`config.mk`:
```
export PLATFORM = sky130hd
export DESIGN_NAME = id_ex_operand_stage_flat
export DESIGN_NICKNAME = d
export VERILOG_FILES = /design/src/rtl/pipe_pkg.sv /design/src/rtl/id_ex_operand_stage_if.sv /design/src/rtl/operand_fwd_mux.sv /design/src/rtl/id_ex_operand_stage.sv /design/src/flat_wrapper.sv
export SDC_FILE = /design/constraint.sdc
export NUM_CORES = 1
export LEC_CHECK = 0
export BUFFER_PORTS_ARGS = -buffer_cell sky130_fd_sc_hd__buf_2
export CORE_AREA = 2 2 147 149
export DETAILED_ROUTE_END_ITERATION = 8
export DIE_AREA = 0 0 149 151
export GPL_TIMING_DRIVEN = 0
export HOLD_SLACK_MARGIN = 0.08
export PLACE_DENSITY = 0.72
export SYNTH_ARGS = -nofsm -noshare
export SYNTH_HDL_FRONTEND = slang
export SYNTH_SLANG_ARGS = --single-unit
```
`constraint.sdc`:
```
create_clock -name clk -period 10.8 [get_ports clk]
set_input_delay 3.24 -clock clk [delete_from_list [all_inputs] [get_ports clk]]
set_output_delay 3.24 -clock clk [all_outputs]
set_load 0.01 [all_outputs]
```
`src/rtl/pipe_pkg.sv`:
```
// Shared pipeline definitions: forwarding source encoding and the
// register-index match helper used by the operand stage.
package pipe_pkg;

  localparam int REG_ADDR_W = 5;

  typedef enum logic [1:0] {
    FWD_RF,
    FWD_WB,
    FWD_MEM,
    FWD_EX
  } fwd_src_e;

  // A producer matches a source when it writes, the source is used and the indices agree.
  function automatic logic hit(
    input logic                  we,
    input logic [REG_ADDR_W-1:0] rd,
    input logic [REG_ADDR_W-1:0] rs,
    input logic                  en
  );
    return we & en & (rd == rs);
  endfunction

endpackage

```
`src/rtl/id_ex_operand_stage_if.sv`:
```
// Signal bundle between decode/regfile/forwarding sources and the ID->EX
// operand stage. master drives the decode side, slave is the stage itself.
interface id_ex_operand_stage_if #(
  parameter int DATA_W = 32,
  parameter int ADDR_W = 5,
  parameter int CNT_W  = 16
);

  logic              id_valid;
  logic [ADDR_W-1:0] id_rs1;
  logic [ADDR_W-1:0] id_rs2;
  logic [ADDR_W-1:0] id_rss;
  logic              id_rs1_en;
  logic              id_rs2_en;
  logic              id_rss_en;
  logic [ADDR_W-1:0] id_rd;
  logic              id_rd_we;
  logic              id_is_load;

  logic [ADDR_W-1:0] rf_raddr1;
  logic [ADDR_W-1:0] rf_raddr2;
  logic [ADDR_W-1:0] rf_swaddr;
  logic              rf_read1;
  logic              rf_read2;
  logic              rf_swread;
  logic [DATA_W-1:0] rf_dout1;
  logic [DATA_W-1:0] rf_dout2;
  logic [DATA_W-1:0] rf_swdout;

  logic              fwd_ex_we;
  logic [ADDR_W-1:0] fwd_ex_rd;
  logic [DATA_W-1:0] fwd_ex_data;
  logic              fwd_ex_load;
  logic              fwd_mem_we;
  logic [ADDR_W-1:0] fwd_mem_rd;
  logic [DATA_W-1:0] fwd_mem_data;
  logic              fwd_wb_we;
  logic [ADDR_W-1:0] fwd_wb_rd;
  logic [DATA_W-1:0] fwd_wb_data;

  logic              ex_stall;
  logic              flush;
  logic              id_stall;

  logic              ex_valid;
  logic [DATA_W-1:0] ex_op1;
  logic [DATA_W-1:0] ex_op2;
  logic [DATA_W-1:0] ex_sdata;
  logic [ADDR_W-1:0] ex_rd;
  logic              ex_rd_we;
  logic              ex_is_load;
  logic [CNT_W-1:0]  stall_cnt;

  modport master (
    output id_valid, id_rs1, id_rs2, id_rss, id_rs1_en, id_rs2_en, id_rss_en,
    output id_rd, id_rd_we, id_is_load,
    input  rf_raddr1, rf_raddr2, rf_swaddr, rf_read1, rf_read2, rf_swread,
    output rf_dout1, rf_dout2, rf_swdout,
    output fwd_ex_we, fwd_ex_rd, fwd_ex_data, fwd_ex_load,
    output fwd_mem_we, fwd_mem_rd, fwd_mem_data,
    output fwd_wb_we, fwd_wb_rd, fwd_wb_data,
    output ex_stall, flush,
    input  id_stall,
    input  ex_valid, ex_op1, ex_op2, ex_sdata, ex_rd, ex_rd_we, ex_is_load, stall_cnt
  );

  modport slave (
    input  id_valid, id_rs1, id_rs2, id_rss, id_rs1_en, id_rs2_en, id_rss_en,
    input  id_rd, id_rd_we, id_is_load,
    output rf_raddr1, rf_raddr2, rf_swaddr, rf_read1, rf_read2, rf_swread,
    input  rf_dout1, rf_dout2, rf_swdout,
    input  fwd_ex_we, fwd_ex_rd, fwd_ex_data, fwd_ex_load,
    input  fwd_mem_we, fwd_mem_rd, fwd_mem_data,
    input  fwd_wb_we, fwd_wb_rd, fwd_wb_data,
    input  ex_stall, flush,
    output id_stall,
    output ex_valid, ex_op1, ex_op2, ex_sdata, ex_rd, ex_rd_we, ex_is_load, stall_cnt
  );

endinterface

```
`src/rtl/operand_fwd_mux.sv`:
```
// One operand's bypass network: picks the youngest in-flight producer of the
// source register, falling back to regfile data; unused sources read as 0.
module operand_fwd_mux
  import pipe_pkg::*;
#(
  parameter int DATA_W = 32
) (
  input  logic                  src_en,
  input  logic [REG_ADDR_W-1:0] src_idx,
  input  logic [DATA_W-1:0]     rf_data,
  input  logic                  ex_we,
  input  logic                  ex_load,
  input  logic [REG_ADDR_W-1:0] ex_rd,
  input  logic [DATA_W-1:0]     ex_data,
  input  logic                  mem_we,
  input  logic [REG_ADDR_W-1:0] mem_rd,
  input  logic [DATA_W-1:0]     mem_data,
  input  logic                  wb_we,
  input  logic [REG_ADDR_W-1:0] wb_rd,
  input  logic [DATA_W-1:0]     wb_data,
  output logic [DATA_W-1:0]     operand
);

  fwd_src_e sel;

  // Priority select EX > MEM > WB > regfile; an EX load has no data yet so it never bypasses.
  always_comb begin
    sel = FWD_RF;
    if (hit(ex_we & ~ex_load, ex_rd, src_idx, src_en)) begin
      sel = FWD_EX;
    end else if (hit(mem_we, mem_rd, src_idx, src_en)) begin
      sel = FWD_MEM;
    end else if (hit(wb_we, wb_rd, src_idx, src_en)) begin
      sel = FWD_WB;
    end
  end

  // Data mux; a disabled source is forced to zero regardless of any match.
  always_comb begin
    operand = rf_data;
    case (sel)
      FWD_EX:  operand = ex_data;
      FWD_MEM: operand = mem_data;
      FWD_WB:  operand = wb_data;
      default: operand = rf_data;
    endcase
    if (!src_en) begin
      operand = '0;
    end
  end

endmodule

```
`src/rtl/id_ex_operand_stage.sv`:
```
// ID->EX operand stage: drives regfile reads, bypasses in-flight results,
// inserts one bubble on load-use and registers the EX slot.
module id_ex_operand_stage
  import pipe_pkg::*;
#(
  parameter int DATA_W = 32,
  parameter int ADDR_W = REG_ADDR_W,
  parameter int CNT_W  = 16
) (
  input logic                  clk,
  input logic                  rst,
  id_ex_operand_stage_if.slave bus
);

  logic [DATA_W-1:0] op1_p0;
  logic [DATA_W-1:0] op2_p0;
  logic [DATA_W-1:0] sdata_p0;
  logic              src_hit_ex_p0;
  logic              load_use_p0;

  logic              vld_p1;
  logic [DATA_W-1:0] op1_p1;
  logic [DATA_W-1:0] op2_p1;
  logic [DATA_W-1:0] sdata_p1;
  logic [ADDR_W-1:0] rd_p1;
  logic              rd_we_p1;
  logic              is_load_p1;
  logic [CNT_W-1:0]  stall_cnt_p1;

  function automatic logic [CNT_W-1:0] sat_inc(input logic [CNT_W-1:0] v);
    return (v == {CNT_W{1'b1}}) ? v : v + {{(CNT_W-1){1'b0}}, 1'b1};
  endfunction

  // ---- p0: regfile addressing, bypass and hazard detection ----
  assign bus.rf_raddr1 = bus.id_rs1;
  assign bus.rf_raddr2 = bus.id_rs2;
  assign bus.rf_swaddr = bus.id_rss;
  assign bus.rf_read1  = bus.id_valid & bus.id_rs1_en;
  assign bus.rf_read2  = bus.id_valid & bus.id_rs2_en;
  assign bus.rf_swread = bus.id_valid & bus.id_rss_en;

  operand_fwd_mux #(.DATA_W(DATA_W)) u_fwd_op1 (
    .src_en   (bus.id_rs1_en),
    .src_idx  (bus.id_rs1),
    .rf_data  (bus.rf_dout1),
    .ex_we    (bus.fwd_ex_we),
    .ex_load  (bus.fwd_ex_load),
    .ex_rd    (bus.fwd_ex_rd),
    .ex_data  (bus.fwd_ex_data),
    .mem_we   (bus.fwd_mem_we),
    .mem_rd   (bus.fwd_mem_rd),
    .mem_data (bus.fwd_mem_data),
    .wb_we    (bus.fwd_wb_we),
    .wb_rd    (bus.fwd_wb_rd),
    .wb_data  (bus.fwd_wb_data),
    .operand  (op1_p0)
  );

  operand_fwd_mux #(.DATA_W(DATA_W)) u_fwd_op2 (
    .src_en   (bus.id_rs2_en),
    .src_idx  (bus.id_rs2),
    .rf_data  (bus.rf_dout2),
    .ex_we    (bus.fwd_ex_we),
    .ex_load  (bus.fwd_ex_load),
    .ex_rd    (bus.fwd_ex_rd),
    .ex_data  (bus.fwd_ex_data),
    .mem_we   (bus.fwd_mem_we),
    .mem_rd   (bus.fwd_mem_rd),
    .mem_data (bus.fwd_mem_data),
    .wb_we    (bus.fwd_wb_we),
    .wb_rd    (bus.fwd_wb_rd),
    .wb_data  (bus.fwd_wb_data),
    .operand  (op2_p0)
  );

  operand_fwd_mux #(.DATA_W(DATA_W)) u_fwd_sdata (
    .src_en   (bus.id_rss_en),
    .src_idx  (bus.id_rss),
    .rf_data  (bus.rf_swdout),
    .ex_we    (bus.fwd_ex_we),
    .ex_load  (bus.fwd_ex_load),
    .ex_rd    (bus.fwd_ex_rd),
    .ex_data  (bus.fwd_ex_data),
    .mem_we   (bus.fwd_mem_we),
    .mem_rd   (bus.fwd_mem_rd),
    .mem_data (bus.fwd_mem_data),
    .wb_we    (bus.fwd_wb_we),
    .wb_rd    (bus.fwd_wb_rd),
    .wb_data  (bus.fwd_wb_data),
    .operand  (sdata_p0)
  );

  assign src_hit_ex_p0 = hit(bus.fwd_ex_we, bus.fwd_ex_rd, bus.id_rs1, bus.id_rs1_en)
                       | hit(bus.fwd_ex_we, bus.fwd_ex_rd, bus.id_rs2, bus.id_rs2_en)
                       | hit(bus.fwd_ex_we, bus.fwd_ex_rd, bus.id_rss, bus.id_rss_en);
  assign load_use_p0   = bus.id_valid & bus.fwd_ex_load & src_hit_ex_p0;
  assign bus.id_stall  = bus.ex_stall | load_use_p0;

  // ---- p1: EX slot register ----
  // Flush kills the slot, stall holds it, load-use bubbles it, otherwise decode advances.
  always_ff @(posedge clk or posedge rst) begin
    if (rst) begin
      vld_p1       <= 1'b0;
      op1_p1       <= '0;
      op2_p1       <= '0;
      sdata_p1     <= '0;
      rd_p1        <= '0;
      rd_we_p1     <= 1'b0;
      is_load_p1   <= 1'b0;
      stall_cnt_p1 <= '0;
    end else if (bus.flush) begin
      vld_p1     <= 1'b0;
      rd_we_p1   <= 1'b0;
      is_load_p1 <= 1'b0;
    end else if (!bus.ex_stall) begin
      if (load_use_p0) begin
        vld_p1       <= 1'b0;
        rd_we_p1     <= 1'b0;
        is_load_p1   <= 1'b0;
        stall_cnt_p1 <= sat_inc(stall_cnt_p1);
      end else begin
        vld_p1     <= bus.id_valid;
        op1_p1     <= op1_p0;
        op2_p1     <= op2_p0;
        sdata_p1   <= sdata_p0;
        rd_p1      <= bus.id_rd;
        rd_we_p1   <= bus.id_valid & bus.id_rd_we;
        is_load_p1 <= bus.id_valid & bus.id_is_load;
      end
    end
  end

  assign bus.ex_valid   = vld_p1;
  assign bus.ex_op1     = op1_p1;
  assign bus.ex_op2     = op2_p1;
  assign bus.ex_sdata   = sdata_p1;
  assign bus.ex_rd      = rd_p1;
  assign bus.ex_rd_we   = rd_we_p1;
  assign bus.ex_is_load = is_load_p1;
  assign bus.stall_cnt  = stall_cnt_p1;

endmodule
```
`src/flat_wrapper.sv`:
```
// flat-port wrapper written by rule: the top's interface ports become plain ports
module id_ex_operand_stage_flat import pipe_pkg::*;
#(
  parameter int DATA_W = 32,
  parameter int ADDR_W = REG_ADDR_W,
  parameter int CNT_W  = 16
)
  (clk, rst, bus_id_valid, bus_id_rs1, bus_id_rs2, bus_id_rss, bus_id_rs1_en, bus_id_rs2_en, bus_id_rss_en, bus_id_rd, bus_id_rd_we, bus_id_is_load, bus_rf_raddr1, bus_rf_raddr2, bus_rf_swaddr, bus_rf_read1, bus_rf_read2, bus_rf_swread, bus_rf_dout1, bus_rf_dout2, bus_rf_swdout, bus_fwd_ex_we, bus_fwd_ex_rd, bus_fwd_ex_data, bus_fwd_ex_load, bus_fwd_mem_we, bus_fwd_mem_rd, bus_fwd_mem_data, bus_fwd_wb_we, bus_fwd_wb_rd, bus_fwd_wb_data, bus_ex_stall, bus_flush, bus_id_stall, bus_ex_valid, bus_ex_op1, bus_ex_op2, bus_ex_sdata, bus_ex_rd, bus_ex_rd_we, bus_ex_is_load, bus_stall_cnt);
  id_ex_operand_stage_if #(.DATA_W(DATA_W), .ADDR_W(ADDR_W), .CNT_W(CNT_W)) bus_i ();
  input logic clk;
  input logic rst;
  input wire logic [$bits(bus_i.id_valid)-1:0] bus_id_valid;
  input wire logic [$bits(bus_i.id_rs1)-1:0] bus_id_rs1;
  input wire logic [$bits(bus_i.id_rs2)-1:0] bus_id_rs2;
  input wire logic [$bits(bus_i.id_rss)-1:0] bus_id_rss;
  input wire logic [$bits(bus_i.id_rs1_en)-1:0] bus_id_rs1_en;
  input wire logic [$bits(bus_i.id_rs2_en)-1:0] bus_id_rs2_en;
  input wire logic [$bits(bus_i.id_rss_en)-1:0] bus_id_rss_en;
  input wire logic [$bits(bus_i.id_rd)-1:0] bus_id_rd;
  input wire logic [$bits(bus_i.id_rd_we)-1:0] bus_id_rd_we;
  input wire logic [$bits(bus_i.id_is_load)-1:0] bus_id_is_load;
  output wire logic [$bits(bus_i.rf_raddr1)-1:0] bus_rf_raddr1;
  output wire logic [$bits(bus_i.rf_raddr2)-1:0] bus_rf_raddr2;
  output wire logic [$bits(bus_i.rf_swaddr)-1:0] bus_rf_swaddr;
  output wire logic [$bits(bus_i.rf_read1)-1:0] bus_rf_read1;
  output wire logic [$bits(bus_i.rf_read2)-1:0] bus_rf_read2;
  output wire logic [$bits(bus_i.rf_swread)-1:0] bus_rf_swread;
  input wire logic [$bits(bus_i.rf_dout1)-1:0] bus_rf_dout1;
  input wire logic [$bits(bus_i.rf_dout2)-1:0] bus_rf_dout2;
  input wire logic [$bits(bus_i.rf_swdout)-1:0] bus_rf_swdout;
  input wire logic [$bits(bus_i.fwd_ex_we)-1:0] bus_fwd_ex_we;
  input wire logic [$bits(bus_i.fwd_ex_rd)-1:0] bus_fwd_ex_rd;
  input wire logic [$bits(bus_i.fwd_ex_data)-1:0] bus_fwd_ex_data;
  input wire logic [$bits(bus_i.fwd_ex_load)-1:0] bus_fwd_ex_load;
  input wire logic [$bits(bus_i.fwd_mem_we)-1:0] bus_fwd_mem_we;
  input wire logic [$bits(bus_i.fwd_mem_rd)-1:0] bus_fwd_mem_rd;
  input wire logic [$bits(bus_i.fwd_mem_data)-1:0] bus_fwd_mem_data;
  input wire logic [$bits(bus_i.fwd_wb_we)-1:0] bus_fwd_wb_we;
  input wire logic [$bits(bus_i.fwd_wb_rd)-1:0] bus_fwd_wb_rd;
  input wire logic [$bits(bus_i.fwd_wb_data)-1:0] bus_fwd_wb_data;
  input wire logic [$bits(bus_i.ex_stall)-1:0] bus_ex_stall;
  input wire logic [$bits(bus_i.flush)-1:0] bus_flush;
  output wire logic [$bits(bus_i.id_stall)-1:0] bus_id_stall;
  output wire logic [$bits(bus_i.ex_valid)-1:0] bus_ex_valid;
  output wire logic [$bits(bus_i.ex_op1)-1:0] bus_ex_op1;
  output wire logic [$bits(bus_i.ex_op2)-1:0] bus_ex_op2;
  output wire logic [$bits(bus_i.ex_sdata)-1:0] bus_ex_sdata;
  output wire logic [$bits(bus_i.ex_rd)-1:0] bus_ex_rd;
  output wire logic [$bits(bus_i.ex_rd_we)-1:0] bus_ex_rd_we;
  output wire logic [$bits(bus_i.ex_is_load)-1:0] bus_ex_is_load;
  output wire logic [$bits(bus_i.stall_cnt)-1:0] bus_stall_cnt;
  assign bus_i.id_valid = bus_id_valid;
  assign bus_i.id_rs1 = bus_id_rs1;
  assign bus_i.id_rs2 = bus_id_rs2;
  assign bus_i.id_rss = bus_id_rss;
  assign bus_i.id_rs1_en = bus_id_rs1_en;
  assign bus_i.id_rs2_en = bus_id_rs2_en;
  assign bus_i.id_rss_en = bus_id_rss_en;
  assign bus_i.id_rd = bus_id_rd;
  assign bus_i.id_rd_we = bus_id_rd_we;
  assign bus_i.id_is_load = bus_id_is_load;
  assign bus_rf_raddr1 = bus_i.rf_raddr1;
  assign bus_rf_raddr2 = bus_i.rf_raddr2;
  assign bus_rf_swaddr = bus_i.rf_swaddr;
  assign bus_rf_read1 = bus_i.rf_read1;
  assign bus_rf_read2 = bus_i.rf_read2;
  assign bus_rf_swread = bus_i.rf_swread;
  assign bus_i.rf_dout1 = bus_rf_dout1;
  assign bus_i.rf_dout2 = bus_rf_dout2;
  assign bus_i.rf_swdout = bus_rf_swdout;
  assign bus_i.fwd_ex_we = bus_fwd_ex_we;
  assign bus_i.fwd_ex_rd = bus_fwd_ex_rd;
  assign bus_i.fwd_ex_data = bus_fwd_ex_data;
  assign bus_i.fwd_ex_load = bus_fwd_ex_load;
  assign bus_i.fwd_mem_we = bus_fwd_mem_we;
  assign bus_i.fwd_mem_rd = bus_fwd_mem_rd;
  assign bus_i.fwd_mem_data = bus_fwd_mem_data;
  assign bus_i.fwd_wb_we = bus_fwd_wb_we;
  assign bus_i.fwd_wb_rd = bus_fwd_wb_rd;
  assign bus_i.fwd_wb_data = bus_fwd_wb_data;
  assign bus_i.ex_stall = bus_ex_stall;
  assign bus_i.flush = bus_flush;
  assign bus_id_stall = bus_i.id_stall;
  assign bus_ex_valid = bus_i.ex_valid;
  assign bus_ex_op1 = bus_i.ex_op1;
  assign bus_ex_op2 = bus_i.ex_op2;
  assign bus_ex_sdata = bus_i.ex_sdata;
  assign bus_ex_rd = bus_i.ex_rd;
  assign bus_ex_rd_we = bus_i.ex_rd_we;
  assign bus_ex_is_load = bus_i.ex_is_load;
  assign bus_stall_cnt = bus_i.stall_cnt;
  id_ex_operand_stage #(.DATA_W(DATA_W), .ADDR_W(ADDR_W), .CNT_W(CNT_W)) u_core (.clk(clk), .rst(rst), .bus(bus_i));
endmodule
```
==> results.sh <==
export IMPL_synth_yosys_seq_area_share=0.3649
export IMPL_htree_num_levels=4
export IMPL_min_period_ns=8.515
export IMPL_period_share=0.7884
export IMPL_drc=0
export IMPL_cp_end_kind="output port"
export IMPL_fin_ws_ns=2.285
export IMPL_skew_ns=0.007230
export IMPL_max_cap_violations=0
export IMPL_relSlewSlack=0.5132
export IMPL_dr_first_iter_drc_count=1067
export IMPL_synth_top_flop_cell="dfrtp_1"
export IMPL_grt_pass1_wl_um=58100
export IMPL_post_cts_buffers=0
export IMPL_synth_avg_cell_area_sq_um=8.935
export IMPL_wl_per_cell_um=24.86
export IMPL_rrSetupSlack_ns=8.84
export IMPL_hpwl_um=31970
export IMPL_dieHeight_um=151
export IMPL_setup_tns_final_ns=0
export IMPL_cts_path_max_buffers=2
export IMPL_fmax_mhz=117.4
export IMPL_num_io_pins=380
export IMPL_grt_max_degree=69
export IMPL_final_cell_mix="buf_2, o21ai_0, dfrtp_1"
export IMPL_cp_arrival_ns=5.27
export IMPL_path_clk_slew_ns=0.06
export IMPL_clock_latency_ns=0.43
export IMPL_setup_viol=0
export IMPL_final_common_cell="buf_2"
export IMPL_syn_num_nets=1163
export IMPL_status="finished, final reports clean"
export IMPL_max_vdd_ir_drop_mv=0.09238
export IMPL_grt_total_usage=0.3477
export IMPL_vias_per_cell=6.169
export IMPL_overflow=0
export IMPL_ys_warn_count=0
export IMPL_worst_pin_slew_ns=0.7303
export IMPL_antenna_found_initial=12
export IMPL_ys_types=49
export IMPL_clock_sinks=120
export IMPL_core_area_sq_um=20820
export IMPL_firstDrtPassIters=7
export IMPL_p_per_area_nw_per_um2=129.3
export IMPL_critPathKind="in -> out"
export IMPL_start_util=0.3952
export IMPL_drive_gt1_frac=0.4065
export IMPL_cts_tree="done"
export IMPL_async_reset_ff_frac=1.000
export IMPL_place_congestion=1.037
export IMPL_clock_root_buffer="clkbuf_16"
export IMPL_vias=9982
export IMPL_die_w_um=149
export IMPL_die_area_sq_um=22500
export IMPL_finalHoldViolations=0
export IMPL_dp_slack_ns=2.312
export IMPL_ctsHoldBuffers=0
export IMPL_synth_edff_count=0
export IMPL_cp_start_kind="input pin"
export IMPL_cts_resized=0
export IMPL_grt_pass1_vias=9507
export IMPL_ys_seq_elements=120
export IMPL_final_nets=1560
export IMPL_synthCells=921
export IMPL_min_path_type="reg -> reg"
export IMPL_leakagePower_nw=5.140
export IMPL_rsz0062_at_grt="no"
export IMPL_syn_to_final_growth_pct=35.49
export IMPL_required_ns=7.56
export IMPL_wl_um=40220
export IMPL_postRouteAntennaNets=0
export IMPL_syn_area_sq_um=8229
export IMPL_slew_violations=0
export IMPL_critPathMaxFanout=10
export IMPL_cts_buffers=17
export IMPL_rows=53
export IMPL_port_buffers=377
-- path summary, 6_finish.rpt --
path	start	to	depth (start not counted)
max	bus_id_rss[3]	bus_id_stall	9
min	u_core.bus.stall_cnt[6]$_DFFE_PP0P_	u_core.bus.stall_cnt[6]$_DFFE_PP0P_	1
max reg2reg	u_core.bus.stall_cnt[4]$_DFFE_PP0P_	u_core.bus.stall_cnt[11]$_DFFE_PP0P_	7
min reg2reg	u_core.bus.stall_cnt[6]$_DFFE_PP0P_	u_core.bus.stall_cnt[6]$_DFFE_PP0P_	1
max in group asynchronous	rst	u_core.bus.ex_sdata[28]$_DFFE_PP0P_	3
min in group asynchronous	rst	u_core.bus.stall_cnt[11]$_DFFE_PP0P_	2
-- layer usage --
layer  global-route usage  wire (um)
met1               0.4378      15680
met2               0.5671      18620
met3              0.09157       4183
met4               0.1452       1703
met5                    0         41
-- sequential cells by signal, indices dropped and copies added, names as in the netlist --
name,count
u_core.bus.ex_rd_we,1
u_core.bus.ex_sdata,32
u_core.bus.stall_cnt,16
u_core.bus.ex_rd,5
u_core.bus.ex_op1,32
u_core.bus.ex_op2,32
u_core.bus.ex_is_load,1
u_core.bus.ex_valid,1
-- Yosys cell counts, types with 16 or more instances --
cell type  count  area, sq um
o21ai_0      157        785.8
o221a_2       54        608.1
xor2_1        26        227.7
o21a_1        47        352.8
dfrtp_1      120         3003
nor3_1        35        175.2
buf_4         20        150.1
xnor2_1       32        280.3
o31ai_1       86        645.6
nor2_1        37        138.9
o221ai_1      27        236.5
nand2_1       26        97.59
a21oi_1       54        270.3
nand4_1       16        100.1
clkbuf_1      65        244.0
-- cell families (layout without fill, tap and decap cells) --
logic type               Yosys count  count (layout)  share of synthesized area
adder cells (fa/ha/maj)            1               1                   0.001520
AND/OR/NAND/NOR                  160             160                     0.1019
buffers and inverters            116             526                    0.07222
flip-flops                       120             120                     0.3649
multiplexers                       7               7                   0.009578
other                              0              12                          0
AO/OA/AOI/OAI                    459             459                     0.3882
XOR/XNOR                          58              58                    0.06173
-- power by group --
group          switching [mW]  internal (mW)  total [mW]
logic                   0.174          0.125       0.299
registers              0.0261          0.494       0.520
clock network           0.246          0.376       0.622
-- final cells by class --
class,count,area (sq um)
Antenna cell,12,30.03
Buffer,114,586.8
Clock buffer,18,439.2
Clock inverter,14,187.7
Fill cell,1993,9673
Inverter,2,12.51
Multi-Input combinational cell,685,4632
Sequential cell,120,3003
Tap cell,275,344.1
Timing Repair Buffer,378,1914
-- stage by stage --
step | instances | hold slack, ns | utilization | instance area [sq um] | total power [mW]
floorplan | 921 | 0.5193 | - | 8229 | 0.6590
global placement | 1573 | 0.4760 | 0.5023 | 10460 | 0.8154
detailed placement | 1574 | 0.4776 | 0.5039 | 10490 | 0.8215
CTS | 1606 | 0.4890 | 0.5340 | 11120 | 1.437
global route | 1615 | 0.5197 | 0.5351 | 11140 | 1.490
finish | 1618 | 0.4978 | 0.5355 | 11150 | 1.441
-- critical path, cell delays in order --
cell,delay (ns)
buf_2,0.16
xor2_1,0.18
nor4_4,0.38
nand4_1,0.19
a31oi_4,0.40
buf_6,0.26
buf_4,0.21
or2_2,0.12
buf_2,0.12
No activity file was read; power rests on OpenSTA's default activity.
